## src/rtl/ray_seq_pkg.sv

```systemverilog
// Shared definitions for the ray column sequencer: state encoding, default
// widths and sizes, and the wall-height clamp helper.
package ray_seq_pkg;

  localparam int DIST_W   = 12;  // Q4.8 perpendicular distance
  localparam int HEIGHT_W = 9;   // wall height in pixels
  localparam int INDEX_W  = 10;  // column index
  localparam int NUM_W    = 17;  // divider numerator / quotient width

  localparam int DEF_NUM_RAYS = 640;
  localparam int DEF_SCREEN_H = 480;

  typedef enum logic [1:0] {
    ST_IDLE  = 2'b00,
    ST_SETUP = 2'b01,
    ST_CAST  = 2'b10,
    ST_STORE = 2'b11
  } seq_state_t;

  // Limit a raw quotient to the screen height.
  function automatic logic [HEIGHT_W-1:0] clamp_height(
    input logic [NUM_W-1:0]    quot,
    input logic [HEIGHT_W-1:0] limit
  );
    return (quot > NUM_W'(limit)) ? limit : quot[HEIGHT_W-1:0];
  endfunction

endpackage

```

## src/rtl/height_divider.sv

```systemverilog
// Restoring divider, one quotient bit per cycle. The first bit is resolved
// in the cycle start is seen, so done pulses 17 cycles after start.
// A start while a division is running is ignored.
module height_divider
  import ray_seq_pkg::*;
(
  input  logic              clk,
  input  logic              reset,
  input  logic              start,
  input  logic [NUM_W-1:0]  num,
  input  logic [DIST_W-1:0] den,
  output logic              done,
  output logic [NUM_W-1:0]  quot
);

  logic [DIST_W-1:0] rem;
  logic [4:0]        steps_left;
  logic              load;
  logic [DIST_W-1:0] src_rem;
  logic [NUM_W-1:0]  src_quot;
  logic [DIST_W:0]   shifted;
  logic [DIST_W-1:0] next_rem;
  logic [NUM_W-1:0]  next_quot;

  assign load = start && (steps_left == '0);

  // One shift-and-subtract step, taken from fresh operands on load.
  always_comb begin
    src_rem  = load ? '0 : rem;
    src_quot = load ? num : quot;
    shifted  = {src_rem, src_quot[NUM_W-1]};
    if (shifted >= {1'b0, den}) begin
      next_rem  = DIST_W'(shifted - {1'b0, den});
      next_quot = {src_quot[NUM_W-2:0], 1'b1};
    end else begin
      next_rem  = shifted[DIST_W-1:0];
      next_quot = {src_quot[NUM_W-2:0], 1'b0};
    end
  end

  // Iteration control; reset aborts any division in flight.
  always_ff @(posedge clk) begin
    // NOTE: reset is synchronous, so it lives inside the clocked branch and
    // the sensitivity list holds only clk.
    if (reset) begin
      rem        <= '0;
      quot       <= '0;
      steps_left <= '0;
      done       <= 1'b0;
    end else begin
      done <= 1'b0;
      if (load) begin
        rem        <= next_rem;
        quot       <= next_quot;
        steps_left <= 5'd16;
      end else if (steps_left != '0) begin
        rem        <= next_rem;
        quot       <= next_quot;
        steps_left <= steps_left - 5'd1;
        if (steps_left == 5'd1) done <= 1'b1;
      end
    end
  end

endmodule

```

## src/rtl/ray_column_sequencer.sv

```systemverilog
// Ray-cast initiator: walks every screen column once per frame, handshakes
// each ray with the ray calculator, turns the returned distance into a
// clamped wall height and writes one column record per ray.
// Optional build macro: RAY_CASTER_TIMEOUT_EN adds a CAST watchdog that
// writes an empty column when the ray calculator never answers.
module ray_column_sequencer
  import ray_seq_pkg::*;
#(
  parameter int NUM_RAYS       = DEF_NUM_RAYS,
  parameter int SCREEN_H       = DEF_SCREEN_H,
  parameter int SETUP_CYCLES   = 4,
  parameter int TIMEOUT_CYCLES = 1024
) (
  input  logic                clk,
  input  logic                reset,
  input  logic                frame_start,
  input  logic                ray_done,
  input  logic [DIST_W-1:0]   distance_x,
  input  logic [DIST_W-1:0]   distance_y,
  input  logic                prev_side,
  input  logic [1:0]          lighting_factor,
  input  logic [3:0]          tex_coord,
  output logic                is_new_ray,
  output logic [1:0]          fsm_state,
  output logic [INDEX_W-1:0]  ray_index,
  output logic                write_new_frame,
  output logic                col_we,
  output logic [INDEX_W-1:0]  col_addr,
  output logic [HEIGHT_W-1:0] col_height,
  output logic [1:0]          col_light,
  output logic [3:0]          col_tex,
  output logic                frame_done,
  output logic                busy,
  output logic                ray_timeout
);

  if (SETUP_CYCLES < 3 || TIMEOUT_CYCLES < 2) begin : g_bad_param
    $error("ray_column_sequencer: SETUP_CYCLES must be >= 3, TIMEOUT_CYCLES >= 2");
  end

  localparam int                  SETUP_W    = $clog2(SETUP_CYCLES);
  localparam logic [HEIGHT_W-1:0] H_MAX      = HEIGHT_W'(SCREEN_H);
  localparam logic [NUM_W-1:0]    HEIGHT_NUM = NUM_W'(SCREEN_H << 8);
  localparam logic [INDEX_W-1:0]  LAST_RAY   = INDEX_W'(NUM_RAYS - 1);

  seq_state_t           state;
  logic [SETUP_W-1:0]   setup_cnt;
  logic [DIST_W-1:0]    dist_q;
  logic [1:0]           light_q;
  logic [3:0]           tex_q;
  logic                 zero_q;
  logic                 div_start;
  logic                 div_done;
  logic [NUM_W-1:0]     div_quot;
  logic [DIST_W-1:0]    dist_sel;
  logic                 timeout_hit;
  logic                 commit;
  logic [HEIGHT_W-1:0]  commit_height;
  logic [1:0]           commit_light;
  logic [3:0]           commit_tex;

  assign fsm_state = state;
  assign busy      = (state != ST_IDLE);
  assign dist_sel  = prev_side ? distance_y : distance_x;

  height_divider u_div (
    .clk   (clk),
    .reset (reset),
    .start (div_start),
    .num   (HEIGHT_NUM),
    .den   (dist_q),
    .done  (div_done),
    .quot  (div_quot)
  );

`ifdef RAY_CASTER_TIMEOUT_EN
  localparam int TO_W = $clog2(TIMEOUT_CYCLES);
  logic [TO_W-1:0] cast_cnt;

  assign timeout_hit = (state == ST_CAST) && !ray_done
                       && (cast_cnt == TO_W'(TIMEOUT_CYCLES - 1));

  // Count cycles spent in CAST; cleared everywhere else.
  always_ff @(posedge clk) begin
    if (reset || state != ST_CAST) cast_cnt <= '0;
    else                           cast_cnt <= cast_cnt + 1'b1;
  end
`else
  assign timeout_hit = 1'b0;
`endif

  // Column record to write when a ray finishes (or times out).
  always_comb begin
    // NOTE: every signal gets a value before any branch so no latch is built.
    commit        = ((state == ST_STORE) && (zero_q || div_done)) || timeout_hit;
    commit_height = zero_q ? H_MAX : clamp_height(div_quot, H_MAX);
    commit_light  = light_q;
    commit_tex    = tex_q;
    if (timeout_hit) begin
      commit_height = '0;
      commit_light  = '0;
      commit_tex    = '0;
    end
  end

  // Sequencer FSM with registered outputs.
  always_ff @(posedge clk) begin
    if (reset) begin
      state           <= ST_IDLE;
      setup_cnt       <= '0;
      ray_index       <= '0;
      write_new_frame <= 1'b0;
      is_new_ray      <= 1'b0;
      col_we          <= 1'b0;
      col_addr        <= '0;
      col_height      <= '0;
      col_light       <= '0;
      col_tex         <= '0;
      frame_done      <= 1'b0;
      ray_timeout     <= 1'b0;
      dist_q          <= '0;
      light_q         <= '0;
      tex_q           <= '0;
      zero_q          <= 1'b0;
      div_start       <= 1'b0;
    end else begin
      // NOTE: state uses non-blocking assignments so every register samples
      // the pre-edge values; pulses default low and are raised below.
      is_new_ray  <= 1'b0;
      col_we      <= 1'b0;
      frame_done  <= 1'b0;
      div_start   <= 1'b0;
      ray_timeout <= timeout_hit;

      unique case (state)
        ST_IDLE: begin
          // A request colliding with the end-of-frame pulse is dropped.
          if (frame_start && !frame_done) begin
            write_new_frame <= 1'b1;
            ray_index       <= '0;
            setup_cnt       <= '0;
            is_new_ray      <= 1'b1;
            state           <= ST_SETUP;
          end
        end
        ST_SETUP: begin
          // ray_done is stale here and deliberately not looked at.
          if (setup_cnt == SETUP_W'(SETUP_CYCLES - 1)) state <= ST_CAST;
          else setup_cnt <= setup_cnt + 1'b1;
        end
        ST_CAST: begin
          if (ray_done) begin
            dist_q    <= dist_sel;
            light_q   <= lighting_factor;
            tex_q     <= tex_coord;
            zero_q    <= (dist_sel == '0);
            div_start <= (dist_sel != '0);
            state     <= ST_STORE;
          end
        end
        ST_STORE: ;
        default: state <= ST_IDLE;
      endcase

      if (commit) begin
        col_we     <= 1'b1;
        col_addr   <= ray_index;
        col_height <= commit_height;
        col_light  <= commit_light;
        col_tex    <= commit_tex;
        if (ray_index == LAST_RAY) begin
          frame_done      <= 1'b1;
          write_new_frame <= 1'b0;
          state           <= ST_IDLE;
        end else begin
          ray_index  <= ray_index + 1'b1;
          setup_cnt  <= '0;
          is_new_ray <= 1'b1;
          state      <= ST_SETUP;
        end
      end
    end
  end

endmodule

```

## config.mk

```make
export PLATFORM = sky130hd
export DESIGN_NAME = ray_column_sequencer
export DESIGN_NICKNAME = d
export VERILOG_FILES = /design/src/rtl/ray_seq_pkg.sv /design/src/rtl/height_divider.sv /design/src/rtl/ray_column_sequencer.sv
export SDC_FILE = /design/constraint.sdc
export NUM_CORES = 1
export LEC_CHECK = 0
export BUFFER_PORTS_ARGS = -buffer_cell sky130_fd_sc_hd__buf_2
export CAP_MARGIN = 20
export CORE_AREA = 3 3 121 123
export CTS_BUF_LIST = sky130_fd_sc_hd__clkbuf_2
export DETAILED_ROUTE_END_ITERATION = 12
export DIE_AREA = 0 0 124 126
export GPL_ROUTABILITY_DRIVEN = 0
export PLACE_DENSITY_LB_ADDON = 0.25
export REMOVE_ABC_BUFFERS = 1
export SYNTH_ARGS = -nofsm -noshare
export SYNTH_HDL_FRONTEND = slang
export SYNTH_SLANG_ARGS = --single-unit
export TNS_END_PERCENT = 10
```

## constraint.sdc

```tcl
create_clock -name clk -period 4.6 [get_ports clk]
set_input_delay 0.92 -clock clk [delete_from_list [all_inputs] [get_ports clk]]
set_output_delay 0.92 -clock clk [all_outputs]
set_load 0.05 [all_outputs]
```

# Yosys cells after proc, flatten, opt, wreduce, memory -nomap -nowiden
# Index checks and enable logic that the tools add are counted.
[word_totals]
output_inout_bits = 43
word_cells = 98
in_bits = 35
ff_bits = 98
[classes]
mux = 39
n_bitwise = 4
reduce_logical = 19
n_eq_ne = 9
magnitude_cmp = 2
add_sub_neg = 4
[ops]
columns = ["op", "n"]
rows = [
  ["$mux 12", 5],
  ["$mux 17", 3],
  ["$mux 10", 4],
  ["$mux 9", 2],
  ["$gt 17x9->1 const B", 1],
  ["$mux 2", 8],
  ["$ge 13x12->1", 1],
  ["$mux 1", 13],
  ["$logic_not 12->1", 1],
  ["$reduce_bool 12->1", 1],
  ["$sub 12x12->12", 1],
  ["$add 10x1->10 const B", 1],
  ["$eq 10x10->1 const B", 1],
  ["$mux 5", 2],
  ["$ne 3x3->1 const B", 3],
  ["$eq 2x2->1 const B", 3],
  ["$pmux 2 s3", 1],
  ["$reduce_or 3->1", 2],
  ["$eq 5x1->1 const B", 1],
  ["$logic_not 5->1", 1],
  ["$reduce_bool 5->1", 1],
  ["$sub 5x1->5 const B", 1],
  ["$not 1->1", 4],
  ["$pmux 2 s2", 1],
  ["other kinds (11)", 15],
]

# Logic depth before layout (Yosys ltp)
[logic_depth]
ltp_word = 7
ltp_mapped = 16

# By module
# A second synthesis with hierarchy kept.
[hier_totals]
hier_cells = 631
hier_area_um2 = 5262.5
[modules_own_cells]
columns = ["module", "instances", "seq_area_each_um2", "area_each_um2", "cells_each"]
rows = [
  ["ray_column_sequencer", 1, 1261.2, 2753.9, 324],
  ["height_divider", 1, 700.7, 2508.7, 307],
]

# Worst setup path before layout
# Ideal clock, no wire load.
[synth_timing]
path_kind = "register to register"
start = "reg u_div.steps_left[0]"
end = "reg u_div.rem[7]"
synth_period_minus_slack_ps = 3243
arrival_time_ps = 3180
path_buffers = 2
t_required_ps = 4537
path_slack_ps = 1357
stages_incl_launch_ff = 16
path_cell_list = "dfxtp_1 > inv_1 > ha_1 > nor4b_2 > buf_4 > nand2_1 > clkbuf_1 > and2_1 > ha_1 > nor2b_1 > o221ai_1 > a21boi_2 > a31oi_1 > or3_1 > a2111o_1 > nand3_1"
[synth_via]
elab_chain_cells = 7
elab_cells_between_ends = 11
cone_classes = "add/sub: 1; order compare: 1; mux: 5; reduce/logical: 4"
[synth_rtl]
columns = ["item", "line", "text"]
rows = [
  ["start, declared", "height_divider.sv:17", "logic [4:0] steps_left;"],
  ["start signal, assigned", "height_divider.sv:59", "steps_left <= steps_left - 5'd1;"],
  ["$logic_not 5->1", "height_divider.sv:25", "assign load = start && (steps_left == '0);"],
  ["$logic_and 1x1->1", "height_divider.sv:25", ""],
  ["$mux 17 / $mux 12 (equally long branches)", "height_divider.sv:30, height_divider.sv:29", ""],
  ["$sub 12x12->12 / $ge 13x12->1 (equally long branches)", "height_divider.sv:33, height_divider.sv:32", ""],
  ["$mux 12", "height_divider.sv:32", "if (shifted >= {1'b0, den}) begin"],
  ["$mux 12", "height_divider.sv:56", "end else if (steps_left != '0) begin"],
  ["$mux 12", "height_divider.sv:52", "if (load) begin"],
  ["end signal, assigned", "height_divider.sv:53", "rem <= next_rem;"],
  ["end signal, assigned", "height_divider.sv:57", "rem <= next_rem;"],
  ["end, declared", "height_divider.sv:16", "logic [DIST_W-1:0] rem;"],
]
# Parallel ways exist; a longest one is shown, timed or not. The select of a mux whose other input is x is not followed.
# A chain may end at the register's enable or synchronous reset.

# Final worst setup path
[layout_timing]
start = "reg u_div.steps_left[0]"
end = "reg u_div.rem[2]"
# The elaborated chain is that of the path after synthesis.

==> impl_results.md <==
* Top FF cell, synth: dfxtp_1
* Max-Cap Viols at 0
* Cell mode on critical path: ha_1
* Largest net degree at the start of global routing at 48
* Die Span Y at 126 um
* Max-slew headroom at 0.316
* Hold_sp: col_addr[5]
* Drt pass-1 iters at 6
* TNS Setup at 0 ns
* Worst Hold Class: flop to flop
* Clk root buf: clkbuf_2
* Top-count cell post-synth: dfxtp_1
* CTS tree: built
* Routed wire length at 12.1 mm
* Pwr/cell area at 557 mW/mm^2
* Outcome: finished clean
* Total power at 3050 uW
* Number of flops mapped to enable cells by yosys at 0
* Final Max Tran Viols at 0
* CTS Buffer Depth at 2
* Layout Nets at 700
* Routed Antenna Nets at 0
* Unrepaired setup endpoints after global routing: no
* CP max stage delay at 0.69 ns
* Vias in the first global route at 4,131
* CP Launch Type: flop
* Reg2reg start: u_div.steps_left[0]
* Initial antenna violation count at 0
* Post-CTS Resized at 0
* Initial DRC Count at 369
* Synth Area per Inst at 8.24 sq um
* Routed len/inst at 14.6 um
* Area post-placement at 0.00536 sq mm
* Peak Freq at 254 MHz
* Finished Layout Cells at 831
* Synth warn at 0
* Num Clock Sinks at 98
* CTS Buf Count at 9
* Initial core utilization at 0.354
* Crit path kind: flop to flop
* Via count at 4,440
* Worst skew pair latency at 0.63 ns
* Share of the synthesized area in the top cell type at 0.403
* Fin area at 0.00547 sq mm
* CP max-delay cell: o21ai_2
* Worst-margin pin slew at 1.03 ns
* Synth top area cells: dfxtp_1 40%, nand2_1 5.3%, nor2_1 5.2%
* Hold-fix buffers, CTS at 0
* Die X at 124 um
* Endpoint type of the worst setup path: flop
* Post-CTS setup buffers at 0
* Core area at 0.0138 sq mm
* Fin crit share at 0.857
* Required @ worst endpoint at 5.18 ns
* Post-synthesis sequential area ratio at 0.403
* Cells along the critical path: inv_1 > ha_1 > nor4b_2 > nand2_1 > and2_1 > ha_1 > a21o_1 > and3_1 > a211oi_2 > o211ai_1 > o21ai_2 > mux2i_1 > a211oi_1
* Gate Count Post-Synth at 591
* Number of setup violations in the final report at 0
* Synth cell count leaders: 98 x dfxtp_1, 69 x nand2_1, 68 x nor2_1
* Global-route wire length before repair at 20.0 mm
* Crit path from: u_div.steps_left[0]
* Count of final hold-check violations at 0
* Htree depth at 3
* Placed Cells at 815
* Clock Pin Slew Worst Setup and Hold Paths at 0.32 ns
* Layout cell share with drive strength beyond 1 at 0.164
* Fraction of registers with async set/reset at 0
* Cell Area, Synth at 0.00487 sq mm
* Post-route DRC at 0
* Antenna Cells at 0
* Dpl hpwl at 8.65 mm
* Yosys reg bits at 98
* Total Routing Usage GR at 0.159
* Post-layout minimum cycle time at 3.94 ns
* Post-synth cell types at 66
* DIE AREA at 0.0156 sq mm
* Boundary Pins at 78
* Total gr overflow at 0
* Post-synth top area cell: dfxtp_1
* Worst EP arrival at 4.52 ns
* Leakage at 0.00220 uW
* Largest vdd supply drop at 265 uV
* Crit-path max FO at 20
* IO buf count at 76
* Clk_skew at 0.0381 ns
* P&R area growth vs syn at 12.4%
* FP Rows at 43
* Post-DR vias/cell at 5.34
## layout by cell type (no fill, tap or decap), types with 7 or more instances in the layout
| cell | instances |
|---|---|
| nor2_1 | 68 |
| ha_1 | 19 |
| mux2i_1 | 18 |
| and3_1 | 8 |
| o21ai_0 | 17 |
| nor3_1 | 22 |
| nand2_1 | 69 |
| inv_1 | 22 |
| buf_2 | 76 |
| clkbuf_2 | 9 |
| a211oi_1 | 18 |
| a22oi_1 | 7 |
| nand3_1 | 13 |
| a22o_1 | 10 |
| nand3b_1 | 8 |
| dfxtp_1 | 98 |
| nor4_1 | 8 |
| and2_1 | 14 |
| xnor2_1 | 7 |
| a21oi_1 | 47 |
## final cells by class
type                            instances  area [sq um]
Multi-Input combinational cell        435          2680
Fill cell                            1450          8300
Inverter                               22          82.6
Sequential cell                        98          1960
Tap cell                              180           225
Timing Repair Buffer                   80           410
Clock buffer                            9          45.0
Clock inverter                          7          71.3
## sequential cells by signal, indices dropped and copies added (netlist names), 4 cells and up
name              flops
u_div.rem            12
u_div.steps_left      5
col_tex               4
col_addr             10
col_height            9
u_div.quot           17
ray_index            10
dist_q               12
commit_tex            4
## critical path: cells and delay by family (launching register included)
kind | cells | cell delay (ns)
buf+inv | 1 | 0.09
fa+ha+maj | 2 | 0.55
compound gates | 5 | 1.63
mux | 1 | 0.17
flops | 1 | 0.42
simple gates | 4 | 1.03
## cell families (layout without fill, tap and decap cells)
family | count (synthesis) | count (layout) | synth area share
compound gates | 146 | 146 | 0.203
other cells | 1 | 1 | 0.000770
xor+xnor | 12 | 12 | 0.0216
simple gates | 236 | 236 | 0.231
fa+ha+maj | 21 | 21 | 0.0529
buf+inv | 58 | 118 | 0.0485
flops | 98 | 98 | 0.403
mux | 19 | 19 | 0.0393
## worst paths after layout
check	to	slack, ns	cells after the start
max	u_div.rem[2]	0.66	13
min	col_addr[5]	0.47	2
max reg2reg	u_div.rem[2]	0.66	13
min reg2reg	col_addr[5]	0.47	2
## routing by layer
metal,global-route usage,up-vias,part of all wire
met2,0.260,141,0.46
li1,-,2218,-
met1,0.207,2070,0.47
met5,0,-,0
met3,0.0427,11,0.056
met4,0.0419,0,0.012
## per-stage QoR
| stage | utilization | hold WS, ns | setup WS (ns) |
|---|---|---|---|
| after CTS | 0.397 | 0.425 | 0.676 |
| after detailed placement | 0.389 | 0.446 | 0.733 |
| final | 0.397 | 0.472 | 0.656 |
| after global routing | 0.397 | 0.421 | 0.345 |
| after floorplan | - | 0.426 | 0.382 |
| after global placement | 0.389 | 0.437 | 0.864 |
## power by group
group	leakage, uW	internal [uW]	switching [uW]
combinational	0.00134	606	941
sequential	0.000795	969	106
clock	0.0000657	88.2	337
total	0.00220	1660	1380
Note: power is estimated with default switching activity, not from simulation.
